File: src/rtl/ex_alu_mc.sv
// ex_alu_mc -- single-issue execute ALU with an optional iterative multiplier.
// Ops other than MUL complete with latency 1 and never stall.
// Build option: define EX_ALU_MUL_EN to implement MUL (aluop 11) as a
// shift-add multiplier retiring MUL_STEPS multiplier bits per BUSY cycle.
// Without it, aluop 11 behaves like a reserved code and in_ready is tied high.
// Handshake: a request transfers on a rising edge where in_valid && in_ready
// (and no flush); operands/aluop are sampled only on that edge. out_valid is a
// one-cycle pulse marking the cycle in which a freshly registered result appears.
module ex_alu_mc #(
    parameter int XLEN      = 32,
    parameter int MUL_STEPS = 1
) (
    input  logic            clk,
    input  logic            reset,
    input  logic            in_valid,
    output logic            in_ready,
    input  logic [XLEN-1:0] op_a,
    input  logic [XLEN-1:0] op_b,
    input  logic [XLEN-1:0] imme,
    input  logic            alusrc,
    input  logic [3:0]      aluop,
    input  logic            flush,
    output logic            out_valid,
    output logic [XLEN-1:0] result,
    output logic            zero
);

    localparam int SHW = $clog2(XLEN);

    localparam logic [3:0] OP_ADD  = 4'd0;
    localparam logic [3:0] OP_SUB  = 4'd1;
    localparam logic [3:0] OP_AND  = 4'd2;
    localparam logic [3:0] OP_OR   = 4'd3;
    localparam logic [3:0] OP_XOR  = 4'd4;
    localparam logic [3:0] OP_SLT  = 4'd5;
    localparam logic [3:0] OP_SLL  = 4'd7;
    localparam logic [3:0] OP_SRL  = 4'd8;
    localparam logic [3:0] OP_SRA  = 4'd9;
    localparam logic [3:0] OP_SLTU = 4'd10;

    logic [XLEN-1:0] w_op2;
    logic [SHW-1:0]  w_shamt;
    logic [XLEN-1:0] w_alu;
    logic            w_accept;

    assign w_op2    = alusrc ? imme : op_b;
    assign w_shamt  = w_op2[SHW-1:0];
    assign w_accept = in_valid && in_ready && !flush;
    assign zero     = (result == '0);

    // Single-cycle datapath; NONE and every unlisted code yield zero.
    always_comb begin
        w_alu = '0;
        case (aluop)
            OP_ADD:  w_alu = op_a + w_op2;
            OP_SUB:  w_alu = op_a - w_op2;
            OP_AND:  w_alu = op_a & w_op2;
            OP_OR:   w_alu = op_a | w_op2;
            OP_XOR:  w_alu = op_a ^ w_op2;
            OP_SLT:  w_alu = {{(XLEN-1){1'b0}}, ($signed(op_a) < $signed(w_op2))};
            OP_SLTU: w_alu = {{(XLEN-1){1'b0}}, (op_a < w_op2)};
            OP_SLL:  w_alu = op_a << w_shamt;
            OP_SRL:  w_alu = op_a >> w_shamt;
            OP_SRA:  w_alu = $unsigned($signed(op_a) >>> w_shamt);
            default: w_alu = '0;
        endcase
    end

`ifdef EX_ALU_MUL_EN
    localparam logic [3:0] OP_MUL = 4'd11;
    localparam int         N_ITER = XLEN / MUL_STEPS;
    localparam int         CW     = (N_ITER > 1) ? $clog2(N_ITER) : 1;

    typedef enum logic {S_IDLE, S_BUSY} state_t;

    state_t          r_state;
    logic [XLEN-1:0] r_mcand;
    logic [XLEN-1:0] r_mplier;
    logic [XLEN-1:0] r_acc;
    logic [CW-1:0]   r_cnt;
    logic [XLEN-1:0] w_partial;

    assign in_ready = (r_state == S_IDLE);

    // Sum of the shifted multiplicand copies selected by the low MUL_STEPS multiplier bits.
    always_comb begin
        w_partial = '0;
        for (int j = 0; j < MUL_STEPS; j++) begin
            if (r_mplier[j]) w_partial = w_partial + (r_mcand << j);
        end
    end

    // IDLE/BUSY controller, multiplier iteration and registered result/out_valid.
    always_ff @(posedge clk or posedge reset) begin
        if (reset) begin
            r_state   <= S_IDLE;
            r_mcand   <= '0;
            r_mplier  <= '0;
            r_acc     <= '0;
            r_cnt     <= '0;
            result    <= '0;
            out_valid <= 1'b0;
        end else begin
            out_valid <= 1'b0;
            if (r_state == S_IDLE) begin
                if (w_accept) begin
                    if (aluop == OP_MUL) begin
                        r_state  <= S_BUSY;
                        r_mcand  <= op_a;
                        r_mplier <= w_op2;
                        r_acc    <= '0;
                        r_cnt    <= '0;
                    end else begin
                        result    <= w_alu;
                        out_valid <= 1'b1;
                    end
                end
            end else if (flush) begin
                // Abort: partial product dropped, result left as it was.
                r_state  <= S_IDLE;
                r_mcand  <= '0;
                r_mplier <= '0;
                r_acc    <= '0;
                r_cnt    <= '0;
            end else begin
                r_acc    <= r_acc + w_partial;
                r_mcand  <= r_mcand << MUL_STEPS;
                r_mplier <= r_mplier >> MUL_STEPS;
                r_cnt    <= r_cnt + 1'b1;
                if (r_cnt == CW'(N_ITER - 1)) begin
                    r_state   <= S_IDLE;
                    result    <= r_acc + w_partial;
                    out_valid <= 1'b1;
                end
            end
        end
    end
`else
    assign in_ready = 1'b1;

    // Every accepted op completes on the following edge.
    always_ff @(posedge clk or posedge reset) begin
        if (reset) begin
            result    <= '0;
            out_valid <= 1'b0;
        end else begin
            out_valid <= w_accept;
            if (w_accept) result <= w_alu;
        end
    end
`endif

endmodule

File: config.mk
export PLATFORM = sky130hd
export DESIGN_NAME = ex_alu_mc
export DESIGN_NICKNAME = d
export VERILOG_FILES = /design/src/rtl/ex_alu_mc.sv
export SDC_FILE = /design/constraint.sdc
export NUM_CORES = 1
export LEC_CHECK = 0
export CAP_MARGIN = 20
export CORE_ASPECT_RATIO = 0.6
export CORE_MARGIN = 4
export CORE_UTILIZATION = 34
export DETAILED_ROUTE_END_ITERATION = 7
export SYNTH_ARGS = -nofsm -noshare
export SYNTH_HDL_FRONTEND = slang
export SYNTH_SLANG_ARGS = --single-unit
File: constraint.sdc
create_clock -name clk -period 2.2 [get_ports clk]
set_input_delay 0.33 -clock clk [delete_from_list [all_inputs] [get_ports clk]]
set_output_delay 0.33 -clock clk [all_outputs]
set_load 0.005 [all_outputs]
# Yosys cells after proc, flatten, opt, wreduce, memory -nomap -nowiden
# Cells that the tools add are included.
# op_classes
order_cmp	2
eq_ne	9
n_mux	2
n_addsub	2
n_bitwise	3
shift	3
n_reduce_logical	4
# ops
operator	n
32-bit case mux with 10 select lines	1
32-bit < comparator	2
32-bit adder	1
32-bit bitwise AND	1
32-bit zero test	1
32-bit two-way mux	1
32-bit bitwise OR	1
32-bit by 5-bit << shifter with 32-bit output	1
32-bit by 5-bit right shift with 32-bit output	1
32-bit by 5-bit >>> shifter with 32-bit output	1
32-bit subtractor	1
32-bit XOR	1
4-bit by 3-bit == test with 1-bit output (second input constant)	3
4-bit == test (second input constant)	3
4-bit by 2-bit == test with 1-bit output (second input constant)	2
4-bit by 1-bit == test with 1-bit output (second input constant)	1
4-bit zero test	1
1-bit logical AND	1
1-bit zero test	1
# totals
word_cells	27
output_inout_bits	35
regBits	33

# Longest topological paths before layout
# Gate-level depths: netlist of run 1.
# logic_depth
word_depth	3
mapped_depth	20

# Worst setup path after synthesis of run 1
# OpenSTA, ideal clock, no wires.
# synth_timing
path_kind	input -> register
start	input port alusrc
end	register result[30]
arrival_ps	3897
setup_slack_ps	-1792
required_time_ps	2105
n_path_buf	5
stages	20
cell_sequence	buf_6 -> mux2i_4 -> inv_2 -> buf_6 -> buf_6 -> buf_2 -> buf_2 -> ha_1 -> inv_1 -> fa_1 -> nor2b_1 -> o221ai_1 -> a21oi_1 -> o311ai_1 -> a21oi_1 -> o21ai_1 -> a21oi_1 -> a2111oi_4 -> nor3_2 -> nor4b_2
# synth_between
elab_chain_cells	3
elab_cells_between_ends	10
classes_between	add/sub: 2; shift: 3; mux: 2; bitwise: 3
# synth_lines
item	line	text
from (decl)	20	input logic alusrc,
32-bit two-way mux *	46	assign w_op2 = alusrc ? imme : op_b;
32-bit subtractor, or another cell as far along	56	OP_SUB: w_alu = op_a - w_op2;
32-bit case mux with 10 select lines *	54	case (aluop)
to (signal assigned)	148	if (w_accept) result <= w_alu;
to (decl)	24	output logic [XLEN-1:0] result,
# Mark *: on every way between the ends. The rest lies on a longest branch, timed or not.
# A chain may end at the register's enable or synchronous reset.

# Final worst setup path of run 1
# layout_timing
start	input port alusrc
end	register result[19]
# Same word-level chain as after synthesis.

==> summary.txt, run 1 <==
Status
  – Outcome: finished, violations left
  – Failing checks: setup timing

Flow run
  – Max Cap Viol: 0

Die
  – Rows: 49
  – Initial core utilization: 0.346
  – # IOs: 140
  – Die area: 33400 um^2
  – Die width: 233 um
  – Die Ht: 143 um
  – Core Area: 30000 um^2

Detailed routing
  – Total Wirelength: 66500 um
  – TritonRoute pass-1 iters: 6
  – DR WL/cell: 25.7 um
  – DRC errors left: 0
  – Initial DRC Count: 2402
  – Via count: 15900
  – Drt via density: 6.13
  – ANT nets after route: 0

Synth
  – Syn_area_per_cell: 6.79 um^2
  – Post-synth ARST share: 1.00
  – Seq/Total Area, Yosys: 0.0796
  – Post-synth EDFFs: 0
  – Warnings from Yosys: 0
  – Post-Syn Area: 10400 um^2
  – Netlist cell types: 87
  – Number of synthesized register bits: 33
  – Post-Syn Instances: 1527
  – Syn Nets: 1732
  – Dominant synthesized flop cell: dfrtp_1

Placed design
  – Hpwl dp: 50100 um
  – Place WS: -1.61 ns
  – GPL Wtd Cong: 1.05
  – Cells after DPL: 2500
  – Port Buffers: 138

CTS
  – Clock root buffer: clkbuf_16
  – CTS tree: built
  – CTS Buf Count: 5
  – Num Clock Sinks: 33
  – Clock slew at reported path FFs: 0.06 ns
  – H-tree depth: 2
  – Clk buf depth: 2
  – Worst-Skew Late Latency: 0.29 ns

Finish
  – Fin util: 0.647
  – Fin cells: 2586
  – Most common cell after layout, fill and taps aside: buf_4
  – Fillcell total: 2569
  – Fin nets: 2382
  – Ant diodes: 0
  – Area delta synth->final: 87.1%
  – Share of cells above drive strength 1: 0.444
  – Multi-input gate area: 10800 um^2
  – Reg area: 826 um^2
  – Commonest cells after routing, fill and taps aside: buf_4 (541), nand2_1 (159), nor2_1 (145)

GRT
  – Vias in the first global route: 14900
  – Total grt overflow: 0
  – First-pass GRT wire length: 94500 um
  – Initial antenna violation count: 2
  – Pin count of the biggest net entering global routing: 69
  – Global Route Usage Sum: 0.373

Timing
  – Fin Hold WS: 0.449 ns
  – Post-route setup slack: -1.12 ns
  – Hold Fails Final Rpt: 0
  – Final setup vio count: 32
  – F_max: 0.301 GHz
  – Final period util: 1.51
  – Period minus WS final: 3.32 ns
  – Clock skew: 0 ns
  – Worst-Margin Slew: 0.858 ns
  – Relative max-transition margin: 0.428
  – RSZ-0062 raised after global routing: yes
  – Final Slew Violations: 0

Setup path
  – Startpoint types: primary input
  – R2R depth: 7
  – Slowest stage delay, CP: 0.48 ns
  – Crit path DAT: 3.49 ns
  – CP max-delay cell: mux2i_4
  – Crit path cell chain: buf_8 -> buf_12 -> mux2i_4 -> buf_6 -> ha_4 -> buf_6 -> a21o_1 -> a21oi_4 -> o21ai_4 -> o21ai_4 -> o31a_1 -> buf_6 -> buf_6 -> o22ai_4 -> xnor2_2 -> a221oi_2 -> buf_4 -> a21oi_2
  – Most frequent CP cell: buf_6
  – Worst setup EP type: register
  – CP max FO: 4
  – Crit Path Category: primary input to register
  – Worst EP required: 2.37 ns

Pwr
  – P_sw: 3.68 mW
  – Total power: 7.83 mW
  – Cell area power density: 403 nW/um^2
  – Clk pwr share: 0.088
  – VDD IR max: 0.000282 V
  – Sw frac: 0.470
  – Static leakage: 8.46 nW
  – Combinational share of power: 0.820
  – Sequential power share: 0.092
  – Power Internal: 4.15 mW

Worst hold path
  – Hold crit path type: primary input to async pin
-- through the flow --
stage                     instance area, um^2  TNS, ns
after floorplan                         10600   -29.08
after global placement                  16100   -42.92
after detailed placement                16100   -44.02
after CTS                               18500   -25.92
after global routing                    19400   -30.98
final                                   19400   -28.88
-- cells in the mapped netlist, types with 9 or more instances --
| master | number | share of area |
|---|---|---|
| dfrtp_1 | 33 | 0.080 |
| xnor2_1 | 29 | 0.024 |
| mux4_2 | 12 | 0.026 |
| o21bai_1 | 11 | 0.0080 |
| nor4_1 | 17 | 0.010 |
| inv_1 | 89 | 0.032 |
| clkbuf_1 | 53 | 0.019 |
| o21ai_1 | 24 | 0.012 |
| o22ai_1 | 15 | 0.0090 |
| a211oi_1 | 41 | 0.030 |
| nand4_1 | 11 | 0.0066 |
| o221ai_1 | 12 | 0.010 |
| o31ai_1 | 12 | 0.0087 |
| o211ai_1 | 20 | 0.014 |
| nor3_1 | 26 | 0.013 |
| a31oi_1 | 26 | 0.016 |
| a221oi_1 | 32 | 0.027 |
| buf_1 | 19 | 0.0069 |
| nand3_1 | 43 | 0.021 |
| mux2i_1 | 92 | 0.089 |
| a22oi_1 | 17 | 0.012 |
| a21o_1 | 18 | 0.013 |
| o21ai_0 | 85 | 0.041 |
| a21oi_1 | 164 | 0.079 |
| nand2_1 | 170 | 0.062 |
| buf_2 | 32 | 0.015 |
| nand2b_1 | 9 | 0.0054 |
| nor2_1 | 155 | 0.056 |
| ha_1 | 98 | 0.12 |
-- kinds of logic (layout without fill, tap and decap cells) --
family	count (synthesis)	in the layout	share of synthesized area
compound gates	558	558	0.353
buf+inv	214	865	0.0883
flops	33	33	0.0796
mux	111	111	0.125
xor+xnor	32	32	0.0270
fa+ha+maj	100	100	0.122
other cells	1	1	0.000362
simple gates	478	478	0.205
-- what timing repair did --
action	CTS	global route
pin swaps	127	107
cloned	7	4
setup endpoints to repair	33	32
hold buffers	0	0
gates resized for setup	329	157
buffers inserted	61	35
-- worst paths after layout --
path	slack, ns	endpoint	start
worst max-delay path	-1.12	result[19]	alusrc
worst min-delay path	0.45	result[9]	reset
worst max register to register	0.20	result[30]	result[30]
worst min register to register	0.50	result[7]	result[7]
max in group asynchronous	1.42	result[30]	reset
min in group clk	0.50	result[7]	result[7]
-- worst max-delay path, delay by kind of cell --
family	cells	cell delay, ns
fa+ha+maj	1	0.20
xor+xnor	1	0.17
buf+inv	7	0.88
mux	1	0.48
compound gates	8	1.39
-- layer usage --
metal / share of wire / vias up / track usage
met5: 0.00038 / - / 0
met4: 0.036 / 4 / 0.0912
met3: 0.14 / 165 / 0.104
met2: 0.40 / 1107 / 0.541
met1: 0.43 / 7606 / 0.545
li1: - / 6971 / -
-- final cells by class --
type,instances,area share
Tap cell,408,0.0263
Sequential cell,33,0.0426
Inverter,97,0.0192
Timing Repair Buffer,760,0.347
Multi-Input combinational cell,1280,0.557
Clock inverter,2,0.000516
Clock buffer,6,0.00664
-- power groups by stage --
stage / combinational (mW) / clock, mW / sequential, mW
2_1_floorplan: 2.33 / 0 / 0.715
3_3_place_gp: 4.85 / 0 / 0.724
3_5_place_dp: 4.88 / 0 / 0.724
4_1_cts: 5.76 / 0.694 / 0.716
5_1_grt: 6.68 / 0.724 / 0.724
6_report: 6.42 / 0.691 / 0.717
-- state kept, by name, indices dropped and copies added, names as in the netlist --
signal and flops:
result 32, out_valid 1
Note: power is estimated with default switching activity, not from simulation.
==> inputs of run 2 (changes only) <==
--- a/config.mk
+++ b/config.mk
@@ -10,6 +10,7 @@
 export CORE_MARGIN = 4
 export CORE_UTILIZATION = 34
 export DETAILED_ROUTE_END_ITERATION = 7
+export SLEW_MARGIN = 20
 export SYNTH_ARGS = -nofsm -noshare
 export SYNTH_HDL_FRONTEND = slang
 export SYNTH_SLANG_ARGS = --single-unit
==> constraint.sdc (replaced) <==
create_clock -name clk -period 3.7 [get_ports clk]
set_input_delay 0.555 -clock clk [delete_from_list [all_inputs] [get_ports clk]]
set_output_delay 0.555 -clock clk [all_outputs]
set_load 0.005 [all_outputs]
==> run 2 against run 1 <==
Compared with the run above:
- the flow now finishes without violations
- worst setup slack better by 1.2 ns
- critical path depth down 3
- total power is 50% lower
- sequential power is 40% lower
- wire length shrank 9.1%
- sequential share of layout area increased by 0.97 points
- clock skew stayed put
- clock power shrank 34%
- design area fell by 19%
- largest cell class unchanged
- highest routed layer unchanged
==> summary.txt, run 2 (synthesis gave the netlist of run 1 again) <==
Flow run
  – Max Cap Viol: 0 (unchanged)

Detailed routing
  – DRC errors left: 0 (unchanged)
  – Drt via density: 6.02 (-1.8%)
  – ANT nets after route: 0 (unchanged)
  – Total Wirelength: 60400 um (-9.1%)
  – Via count: 14500 (-8.6%)
  – Initial DRC Count: 2003 (-17%)
  – DR WL/cell: 25.1 um (-2.4%)
  – TritonRoute pass-1 iters: 6 (unchanged)

CTS
  – Clock root buffer: clkbuf_16
  – Num Clock Sinks: 33 (unchanged)
  – CTS Buf Count: 5 (unchanged)
  – H-tree depth: 2 (unchanged)
  – Post-CTS Hold Buffers: 0 (unchanged)
  – Worst-Skew Late Latency: 0.28 ns (about the same)
  – CTS tree: built
  – Clk buf depth: 2 (unchanged)
  – Clock slew at reported path FFs: 0.05 ns (about the same)

Setup path
  – CP max FO: 4 (unchanged)
  – R2R depth: 7 (unchanged)
  – Crit path DAT: 3.82 ns (+0.33 ns)
  – Critical R2R Launch: result[30]
  – Worst EP required: 3.88 ns (+1.51 ns)
  – CP Capture Point: result[31]
  – Startpoint types: primary input
  – Crit Path Category: primary input to register
  – Crit path cell chain: clkdlybuf4s50_1 -> mux2i_4 -> buf_12 -> ha_2 -> buf_4 -> o311a_4 -> o211a_4 -> o211ai_4 -> a21oi_4 -> buf_4 -> buf_4 -> a31o_2 -> a2111o_1 -> a41o_1 -> o31ai_1
  – Worst Setup SP: imme[2]
  – Reg-to-reg critical path endpoint: result[30]
  – Slowest stage delay, CP: 0.50 ns (+0.02 ns)
  – Worst setup EP type: register
  – Most frequent CP cell: buf_4
  – CP max-delay cell: clkdlybuf4s50_1
  – R2R setup slack: 1.80 ns (+1.60 ns)

Die
  – Initial core utilization: 0.346 (unchanged)
  – Die Ht: 143 um (unchanged)
  – Die width: 233 um (unchanged)
  – Core Area: 30000 um^2 (unchanged)
  – # IOs: 140 (unchanged)
  – Rows: 49 (unchanged)
  – Die area: 33400 um^2 (unchanged)

Timing
  – F_max: 0.275 GHz
  – Final Slew Violations: 0 (unchanged)
  – Final setup vio count: 0 (-100%)
  – Fin Hold WS: 0.513 ns (+0.0635 ns)
  – RSZ-0062 raised after global routing: yes
  – Hold Fails Final Rpt: 0 (unchanged)
  – Final period util: 0.984
  – Clock skew: 0 ns (unchanged)
  – Post-route setup slack: 0.0593 ns (+1.18 ns)
  – Period minus WS final: 3.64 ns
  – Setup tns final: 0 ns (+28.88 ns)
  – Worst-Margin Slew: 0.797 ns (-0.0619 ns)
  – Relative max-transition margin: 0.464 (+0.0364)

Finish
  – Commonest cells after routing, fill and taps aside: buf_4 (429), nand2_1 (170), a21oi_1 (156)
  – Fillcell total: 3001 (+17%)
  – Reg with most FFs: result
  – Share of cells above drive strength 1: 0.276 (-0.168)
  – Ant diodes: 0 (unchanged)
  – Fin cells: 2409 (-6.8%)
  – Max reg flops: 32 (unchanged)
  – Design area: 15800 um^2 (-19%)
  – Most common cell after layout, fill and taps aside: buf_4
  – Fin nets: 2205 (-7.4%)
  – Area delta synth->final: 52.3%
  – Registers with the most flip-flops: result x32, out_valid x1

GRT
  – Total grt overflow: 0 (unchanged)
  – Met2 usage: 0.476 (-0.0648)
  – First-pass GRT wire length: 87400 um (-7.5%)
  – Global Route Usage Sum: 0.347 (-0.0266)
  – GRT busiest layer: met1
  – Met1 Use GR: 0.516 (-0.0294)
  – Vias in the first global route: 13500 (-9.2%)
  – Pin count of the biggest net entering global routing: 53 (-23%)
  – Met3 Usage GRT: 0.105 (+0.000399)
  – Initial antenna violation count: 1 (-1)

Pwr
  – Sequential power share: 0.111 (+0.019)
  – Cell area power density: 245 nW/um^2 (-39%)
  – P_sw: 1.85 mW (-50%)
  – VDD IR max: 0.000175 V (-38%)
  – Power Internal: 2.03 mW (-51%)
  – Static leakage: 7.19 nW (-15%)
  – Sw frac: 0.477 (+0.00682)
  – Combinational share of power: 0.772 (-0.048)
  – Clk pwr share: 0.117 (+0.029)

Placed design
  – GPL Wtd Cong: 1.04 (-0.79%)
  – Place WS: -0.463 ns (+1.14 ns)
  – DP Area: 15300 um^2 (-5.2%)
  – Port Buffers: 138 (unchanged)
  – Cells after DPL: 2395 (-4.2%)
  – Hpwl dp: 50100 um (about the same)

Status
  – Outcome: finished clean

Worst hold path
  – Hold crit path type: register to register
## run 2: cell types whose count changed in the layout (fill, tap and decap cells not counted), moves of 14 or more
| cell | previous run | this run |
|---|---|---|
| mux2i_1 | 46 | 84 |
| a21oi_2 | 36 | 6 |
| ha_1 | 65 | 91 |
| o21ai_0 | 56 | 81 |
| ha_4 | 24 | 5 |
| a21oi_1 | 119 | 156 |
| buf_6 | 44 | 5 |
| mux2i_2 | 24 | 6 |
| buf_4 | 541 | 429 |
| mux2i_4 | 25 | 5 |
| a211oi_1 | 26 | 40 |
## run 2: layer usage
| layer | routed length [um] | up-vias |
|---|---|---|
| li1 | - | 6611 |
| met1 | 27100 | 6842 |
| met2 | 23200 | 935 |
| met3 | 7960 | 103 |
| met4 | 2090 | 4 |
| met5 | 75 | - |
## run 2: how the worst min path moves through the flow
| stage | start | end | slack [ns] | cells after the start |
|---|---|---|---|---|
| 2_1_floorplan | result[7] | result[7] | 0.48 | 2 |
| 3_3_place_gp | result[7] | result[7] | 0.49 | 2 |
| 3_5_place_dp | result[20] | result[20] | 0.51 | 2 |
| 4_1_cts | result[20] | result[20] | 0.52 | 2 |
| 5_1_grt | result[2] | result[2] | 0.57 | 2 |
| 6_report | result[20] | result[20] | 0.51 | 2 |
## run 2: area by class of cell
class,instances,area [um^2],share of cell area
clock buffer,7,153,0.00966
timing repair buffer,583,4890,0.309
clock inverter,1,5.00,0.000317
sequential,33,826,0.0523
tap,408,510,0.0323
inverter,97,367,0.0232
multi-input combinational,1280,9050,0.573
## run 2: through the flow
stage	utilization	total power, mW
after floorplan	-	1.79
after global placement	0.509	3.21
after detailed placement	0.509	3.22
after CTS	0.518	3.71
after global routing	0.527	4.06
final	0.527	3.88
## run 2: power by group through the flow
stage	logic (mW)	clock network [mW]	registers [mW]
finish	2.99	0.454	0.429
detailed placement	2.79	0	0.434
global route	3.15	0.478	0.434
global placement	2.78	0	0.434
CTS	2.82	0.457	0.428
floorplan	1.36	0	0.425
## run 2: critical path, delay by kind of cell
kind,cells,cell delay (ns)
AO/OA/AOI/OAI,8,1.91
adder cells (fa/ha/maj),1,0.17
buffers and inverters,5,1.09
multiplexers,1,0.08
## run 2: what timing repair did
item	CTS	global route
setup buffers	3	3
gates resized for setup	16	49
endpoints found under the setup margin	9	26
hold endpoints to repair	0	0
pin swaps	12	24
==> inputs of run 3 (changes only) <==
==> constraint.sdc (replaced) <==
create_clock -name clk -period 3.9 [get_ports clk]
set_input_delay 0.585 -clock clk [delete_from_list [all_inputs] [get_ports clk]]
set_output_delay 0.585 -clock clk [all_outputs]
set_load 0.005 [all_outputs]
==> run 3 against run 2 <==
Compared with the run above:
- sequential share of layout area up 0.34 points
- wire length down 0.31%
- count of clock-buffer cells in the layout unchanged
- clock power down 12%
- worst setup slack better by 0.094 ns
- first-iteration DRC count down 4.0%
- clock skew unchanged
- critical path depth up 2
- combinational power down 11%
==> summary.txt, run 3 (synthesis gave the netlist of run 1 again) <==
Timing
  – Final setup vio count: 0 (unchanged)
  – Final Slew Violations: 0 (unchanged)
  – Relative max-transition margin: 0.440 (-0.0242)
  – F_max: 0.267 GHz
  – Fin Hold WS: 0.509 ns (-0.00360 ns)
  – Hold Fails Final Rpt: 0 (unchanged)
  – Clock skew: 0 ns (unchanged)
  – Period minus WS final: 3.75 ns
  – Post-route setup slack: 0.153 ns (+0.0939 ns)
  – Final period util: 0.961
  – Worst-Margin Slew: 0.832 ns (+0.0359 ns)
  – RSZ-0062 raised after global routing: no

Finish
  – Commonest cells after routing, fill and taps aside: buf_4 (344), nand2_1 (170), a21oi_1 (159)
  – Share of cells above drive strength 1: 0.227 (-0.0491)
  – Area delta synth->final: 42.9%
  – Registers with the most flip-flops: result x32, out_valid x1
  – Reg with most FFs: result
  – Most common cell after layout, fill and taps aside: buf_4
  – Fin nets: 2115 (-4.1%)
  – Fillcell total: 3047 (+1.5%)
  – Ant diodes: 0 (unchanged)
  – Max reg flops: 32 (unchanged)

GRT
  – First-pass GRT wire length: 86600 um (-0.95%)
  – Pin count of the biggest net entering global routing: 69 (+30%)
  – Initial antenna violation count: 1 (unchanged)
  – Total grt overflow: 0 (unchanged)
  – Vias in the first global route: 13000 (-4.0%)
  – Global Route Usage Sum: 0.347 (+0.000437)

Detailed routing
  – TritonRoute pass-1 iters: 6 (unchanged)
  – DR WL/cell: 26.0 um (+3.6%)
  – Total Wirelength: 60200 um (-0.31%)
  – Drt via density: 6.03 (+0.23%)
  – Initial DRC Count: 1922 (-4.0%)
  – ANT nets after route: 0 (unchanged)
  – Via count: 14000 (-3.6%)
  – DRC errors left: 0 (unchanged)

Placed design
  – GPL Wtd Cong: 1.03 (-1.4%)
  – Place WS: -0.394 ns (+0.0692 ns)
  – Port Buffers: 138 (unchanged)
  – Hpwl dp: 50100 um (about the same)

Worst hold path
  – Hold crit path type: register to register

Setup path
  – CP max-delay cell: o311a_1
  – Crit Path Category: primary input to register
  – Crit path cell chain: buf_2 -> buf_12 -> buf_12 -> mux2i_1 -> buf_4 -> ha_2 -> and4_1 -> nand3_1 -> o21ai_2 -> o21ai_1 -> buf_4 -> o31a_1 -> o311a_1 -> mux2i_1 -> xnor2_1 -> nand2_1 -> a21oi_1
  – Worst EP required: 4.11 ns (+0.23 ns)
  – Slowest stage delay, CP: 0.46 ns (-0.04 ns)
  – CP max FO: 8 (+4)
  – Worst setup EP type: register
  – Crit path DAT: 3.96 ns (+0.14 ns)
  – Startpoint types: primary input

CTS
  – Clock root buffer: clkbuf_16
  – Post-CTS Hold Buffers: 0 (unchanged)
  – Clock slew at reported path FFs: 0.05 ns (about the same)
  – Num Clock Sinks: 33 (unchanged)
  – CTS Buf Count: 5 (unchanged)
  – Clk buf depth: 2 (unchanged)
  – H-tree depth: 2 (unchanged)
  – CTS tree: built
  – Worst-Skew Late Latency: 0.29 ns (about the same)

Die
  – Die Ht: 143 um (unchanged)
  – Die area: 33400 um^2 (unchanged)
  – Die width: 233 um (unchanged)
  – Core Area: 30000 um^2 (unchanged)
  – Rows: 49 (unchanged)
  – Initial core utilization: 0.346 (unchanged)
  – # IOs: 140 (unchanged)

Pwr
  – Cell area power density: 234 nW/um^2 (-4.7%)
  – Total power: 3.47 mW (-11%)
  – VDD IR max: 0.000147 V (-16%)
  – Static leakage: 6.66 nW (-7.3%)

Status
  – Outcome: finished clean

Flow run
  – Max Cap Viol: 0 (unchanged)
[run 3: changes by cell type in the layout (fill, tap and decap cells not counted), moves of 3 or more]
cell,before,now
a21oi_1,156,159
buf_4,429,344
buf_6,5,1
clkdlybuf4s50_1,132,136
ha_4,5,1
[run 3: final timing paths]
| path | cells past startpoint | endpoint | slack, ns | from |
|---|---|---|---|---|
| worst max-delay path | 17 | result[27] | 0.15 | alusrc |
| worst min-delay path | 2 | result[20] | 0.51 | result[20] |
| worst max register to register | 7 | result[30] | 2.07 | result[30] |
| worst min register to register | 2 | result[20] | 0.51 | result[20] |
| max in group asynchronous | 3 | result[22] | 2.87 | reset |
| min in group asynchronous | 3 | result[7] | 0.70 | reset |
[run 3: what timing repair did]
| action | CTS | global route |
|---|---|---|
| setup buffers | 0 | 2 |
| setup endpoints to repair | 1 | 13 |
| gates resized for setup | 1 | 22 |
| pin swaps | 0 | 7 |
| hold endpoints to repair | 0 | 0 |
| gates cloned | 0 | 0 |
[run 3: routing by layer]
metal | track usage | vias up | share of wire
met3 | 0.101 | 96 | 0.12
li1 | - | 6415 | -
met2 | 0.473 | 934 | 0.38
met1 | 0.527 | 6532 | 0.47
met5 | 0 | - | 0.00018
met4 | 0.0859 | 2 | 0.031
[run 3: worst max-delay path, delay by kind of cell]
kind,cells,cell delay [ns]
simple gates,3,0.38
xor+xnor,1,0.14
compound gates,5,1.27
fa+ha+maj,1,0.37
buf+inv,5,0.87
mux,2,0.30
[run 3: metrics by stage]
step	instance area, um^2	cells	util	setup TNS (ns)
6_report	14800	2318	0.494	0
2_1_floorplan	10400	1527	-	-0.0110
3_3_place_gp	14600	2309	0.485	-1.39
3_5_place_dp	14600	2309	0.485	-2.31
4_1_cts	14700	2316	0.490	0
5_1_grt	14800	2318	0.494	0
[run 3: cell type report]
class | count | area [um^2] | share of cell area
clock buffer | 7 | 143 | 0.00963
inverter | 97 | 364 | 0.0246
timing repair buffer | 493 | 4170 | 0.281
sequential | 33 | 826 | 0.0557
multi-input combinational | 1280 | 8810 | 0.595
tap | 408 | 510 | 0.0345
[run 3: report_power, final]
part | switching [mW] | internal, mW | total, mW
combinational | 1.50 | 1.16 | 2.66
clock | 0.149 | 0.251 | 0.399
sequential | 0.0354 | 0.373 | 0.409
==> RTL edit 1, RTL diff (config.mk and constraints of run 2) <==
The option `EX_ALU_MUL_EN` is turned on by a define.
--- a/src/rtl/ex_alu_mc.sv
+++ b/src/rtl/ex_alu_mc.sv
@@ -7,4 +7,6 @@
 // (and no flush); operands/aluop are sampled only on that edge. out_valid is a
 // one-cycle pulse marking the cycle in which a freshly registered result appears.
+`define EX_ALU_MUL_EN
+
 module ex_alu_mc #(
     parameter int XLEN      = 32,
Formal check against the unedited RTL: not equivalent (a bounded check fails within 4 cycles, from zero or initial values and one cycle with reset high).
==> RTL edit 1 against run 2 <==
Largest power group unchanged; total power rose by 120%; the flow now finishes with violations (setup timing); worst setup slack worse by 68 ps; first-iteration DRC count is 18% higher; critical endpoint is now result[25]; synthesized area increased by 64%; wire length grew 51%; via count up 43%; sequential cell count up 102; worst hold slack lost 35 ps; cell area up 56%.
==> RTL edit 1: results <==
[outcome]
status = finished, violations left
violations = setup timing

[synth]
yosysUniqueCellTypes = 104
synth.top_cells.by_area = dfrtp_1 (20%), ha_1 (9.8%), mux2i_1 (9.5%), nand2_1 (6.6%), a21oi_1 (5.1%)
postSynthNetCount = 2453
synth_seq_area_share = 0.199
synthArstFlopShare = 1.00
synthCells = 2212
synth_common_cells = nand2_1 (298), nor2_1 (181), a21oi_1 (172), o21ai_0 (166), mux2i_1 (161)

[place]
finalWeightedCongestion = 1.03
placement.io_buffers = 139
postPlaceCellArea_um2 = 23200
place_inst = 3430
pre_cts_slack_ps = -766

[grt]
use_met2 = 0.471
number_of_antenna_violations_at_the_first_check_in_global_routing = 2
first_global_vias = 20000
grt.met1_usage = 0.505
grt_max_degree = 72
grt_pass1_wl_mm = 133
gr-usage-all-layers = 0.333

[critical_path]
r2r_cells = 16
critPathCapture = result[25]
crit_fanout = 7
worstPathArrival_ps = 4090
family_of_cells_with_the_greatest_summed_delay_on_the_critical_path = simple AND/OR/NAND/NOR gates
timing.rr.end = result[31]
worstReg2RegStart = r_mplier[0]
critical_path.slowest_cell = or4_4
max_stage_delay_ps = 520

[routing]
highest_layer = met4
post_drt_wl_per_cell_um = 26.2
wl_met2_mm = 36.9
detail_route.iter0.violations = 2362
vias_per_cell = 5.95
wl_met1_mm = 43.6
met3_length_mm = 8.22

[pwr]
pwr-share-comb = 0.537
cellLeakagePower_nw = 11.3
seq_power_mw = 2.11
finalPower_mw = 8.52
irDropWorstVdd_v = 0.000345

[sta]
setup_viol = 1
setup_ws_ps = -9.16
max_slew_headroom_at_the_worst_pin = 0.397
hold-worst-slack_ps = 477
final.setup_skew_ps = 23.3
final.setup.tns_ps = -9.16

[min_path]
min_delay_worst_endpoint = r_mplier[15]
hp-start = r_mplier[16]

[clocking]
cts_max_level = 4
clock_latency_ps = 460
cts_buffers = 17
clk_transition_reported_paths_ps = 70

[cells_and_area]
final-instance-count-excl-fill = 3481
post_route_cells_drive_above_1_share = 0.286
layout_net_count = 3059
## RTL edit 1: layout make-up
class | instances | area (µm²)
Clock buffer | 18 | 429
Multi-Input combinational cell | 1808 | 13100
Sequential cell | 135 | 3380
Timing Repair Buffer | 745 | 6220
Tap cell | 650 | 813
Inverter | 111 | 424
Fill cell | 4830 | 24800
Clock inverter | 14 | 175
## RTL edit 1: cells by family (layout without fill, tap and decap cells)
family | Yosys count | after routing | synth area share
AO/OA/AOI/OAI | 767 | 767 | 0.299
XOR/XNOR | 38 | 38 | 0.0196
adder cells (fa/ha/maj) | 136 | 136 | 0.102
buffers and inverters | 269 | 888 | 0.0738
flip-flops | 135 | 135 | 0.199
multiplexers | 191 | 191 | 0.129
AND/OR/NAND/NOR | 676 | 676 | 0.177
## RTL edit 1: timing repair
action                                  CTS  global route
gates cloned                              0             0
hold buffers                              0             0
pin swaps                                 8            35
buffers inserted                          5            16
gates resized for setup                  45            92
endpoints found under the setup margin   19            24
==> RTL edit 2, RTL diff (config.mk and constraints of run 2) <==
Made on the original files. Remove the case item `OP_SLL` of the case on `aluop`.
--- a/src/rtl/ex_alu_mc.sv
+++ b/src/rtl/ex_alu_mc.sv
@@ -60,5 +60,4 @@
             OP_SLT:  w_alu = {{(XLEN-1){1'b0}}, ($signed(op_a) < $signed(w_op2))};
             OP_SLTU: w_alu = {{(XLEN-1){1'b0}}, (op_a < w_op2)};
-            OP_SLL:  w_alu = op_a << w_shamt;
             OP_SRL:  w_alu = op_a >> w_shamt;
             OP_SRA:  w_alu = $unsigned($signed(op_a) >>> w_shamt);
Check against the original RTL: not equivalent (Yosys sat finds a counterexample within 4 cycles, from zero or initial values and one cycle with reset high).
==> RTL edit 2 against run 2 <==
Non-clock buffer count shrank 150; worst hold slack lost 0.69 ps; cell area shrank 17%; first-iteration DRC count shrank 24%; wire length shrank 20%; sequential cell count is the same; core utilization shrank 1.1 points; worst setup slack gained 3.3 ps; total power shrank 17%; synthesized area shrank 14%; register-to-register slack gained 130 ps; critical path type unchanged.
==> RTL edit 2: results <==
[cells_and_area]
antenna_cells = 0
fill_cells = 2571
repair_and_plain_buffers = 433
layout.non_clock_inverters = 100
layout.clock.cell_area_share = 0.0108
layout_net_count = 1815
post_route_cells_drive_above_1_share = 0.238
multi_input_area_um2 = 7720
signal_buffer_area_fraction = 0.279
multi_input_cells = 1037

[synth]
synth_seq_area_share = 0.0924
register_bit_count_reported_by_yosys = 33
synth_common_cells = a21oi_1 (130), nand2_1 (123), ha_1 (98), nor2_1 (98), inv_1 (94)
yosysWarningCount = 0
synth_top_flop_cell = dfrtp_1
synth.top_cells.by_area = ha_1 (14%), mux2i_1 (9.4%), dfrtp_1 (9.2%), a21oi_1 (7.3%), nand2_1 (5.2%)
yosysUniqueCellTypes = 82
postSynthNetCount = 1463

[grt]
first_global_vias = 11200
grt_max_degree = 48
grt_pass1_wl_mm = 71.3
gr-usage-all-layers = 0.321

[place]
dp.final_hpwl_mm = 39.2
placement.io_buffers = 138
finalWeightedCongestion = 1.08

[critical_path]
timing.reg2reg.setup_slack_ps = 1930
worstPathArrival_ps = 3860
max_stage_delay_ps = 490
critical_path.slowest_cell = a2111oi_4
crit_fanout = 6
family_of_cells_with_the_greatest_summed_delay_on_the_critical_path = compound AO/OA/AOI/OAI gates

[min_path]
min-delay-path-class = reg2reg

[routing]
wl_met2_mm = 17.6
vias_per_cell = 6.04
post_drt_wl_per_cell_um = 24.6
highest_layer = met5
met3_length_mm = 7.60
wl_met1_mm = 22.3
firstDrtPassIters = 6
detail_route.iter0.violations = 1524

[sta]
timing_worst_slew_pin_value_ps = 848

[pwr]
cellLeakagePower_nw = 5.97
irDropWorstVdd_v = 0.000177
cellInternalPower_mw = 1.71

[clocking]
post_cts.resized_instances = 43
cts_buffers = 5
cts_setup_buffers = 8
number_of_buffers_on_the_longest_clock_path = 2
clockRootBuffer = clkbuf_16

[outcome]
status = complete, no violations
RTL edit 2: power groups by stage:
stage / Combinational [mW] / Sequential [mW] / Clock, mW
6_report: 2.34 / 0.431 / 0.447
5_1_grt: 2.48 / 0.433 / 0.468
3_3_place_gp: 2.18 / 0.435 / 0
3_5_place_dp: 2.17 / 0.435 / 0
2_1_floorplan: 1.11 / 0.420 / 0
4_1_cts: 2.24 / 0.429 / 0.450
RTL edit 2: cells by family (layout without fill, tap and decap cells):
family | after synthesis | in the layout | synth area share
fa+ha+maj | 100 | 100 | 0.142
other cells | 1 | 1 | 0.000419
simple gates | 357 | 357 | 0.185
buf+inv | 188 | 540 | 0.0822
flops | 33 | 33 | 0.0924
xor+xnor | 23 | 23 | 0.0225
mux | 103 | 103 | 0.138
compound gates | 453 | 453 | 0.338
RTL edit 2: final timing paths:
path	startpoint	end	cells past startpoint
setup / recovery	alusrc	result[28]	16
hold / removal	result[3]	result[3]	1
setup reg to reg	result[11]	result[11]	4
hold reg to reg	result[3]	result[3]	1
max in group asynchronous	reset	result[8]	3
min in group asynchronous	reset	out_valid	3
RTL edit 2: stage by stage:
step | cell area, µm² | hold slack (ps) | setup TNS (ps) | worst slack, ps | instances
floorplan | 9060 | 495 | 0 | 1.86 | 1258
global placement | 12700 | 499 | -5960 | -541 | 1945
detailed placement | 12700 | 504 | -6730 | -562 | 1945
CTS | 13100 | 516 | 0 | 7.18 | 1960
global route | 13200 | 533 | -5.19 | -5.19 | 1962
finish | 13200 | 512 | 0 | 62.5 | 1962
RTL edit 2: routing by layer:
layer	track usage	vias to the layer above
met5	0	-
met4	0.0526	2
met3	0.151	64
met2	0.413	801
met1	0.482	5584
li1	-	5393
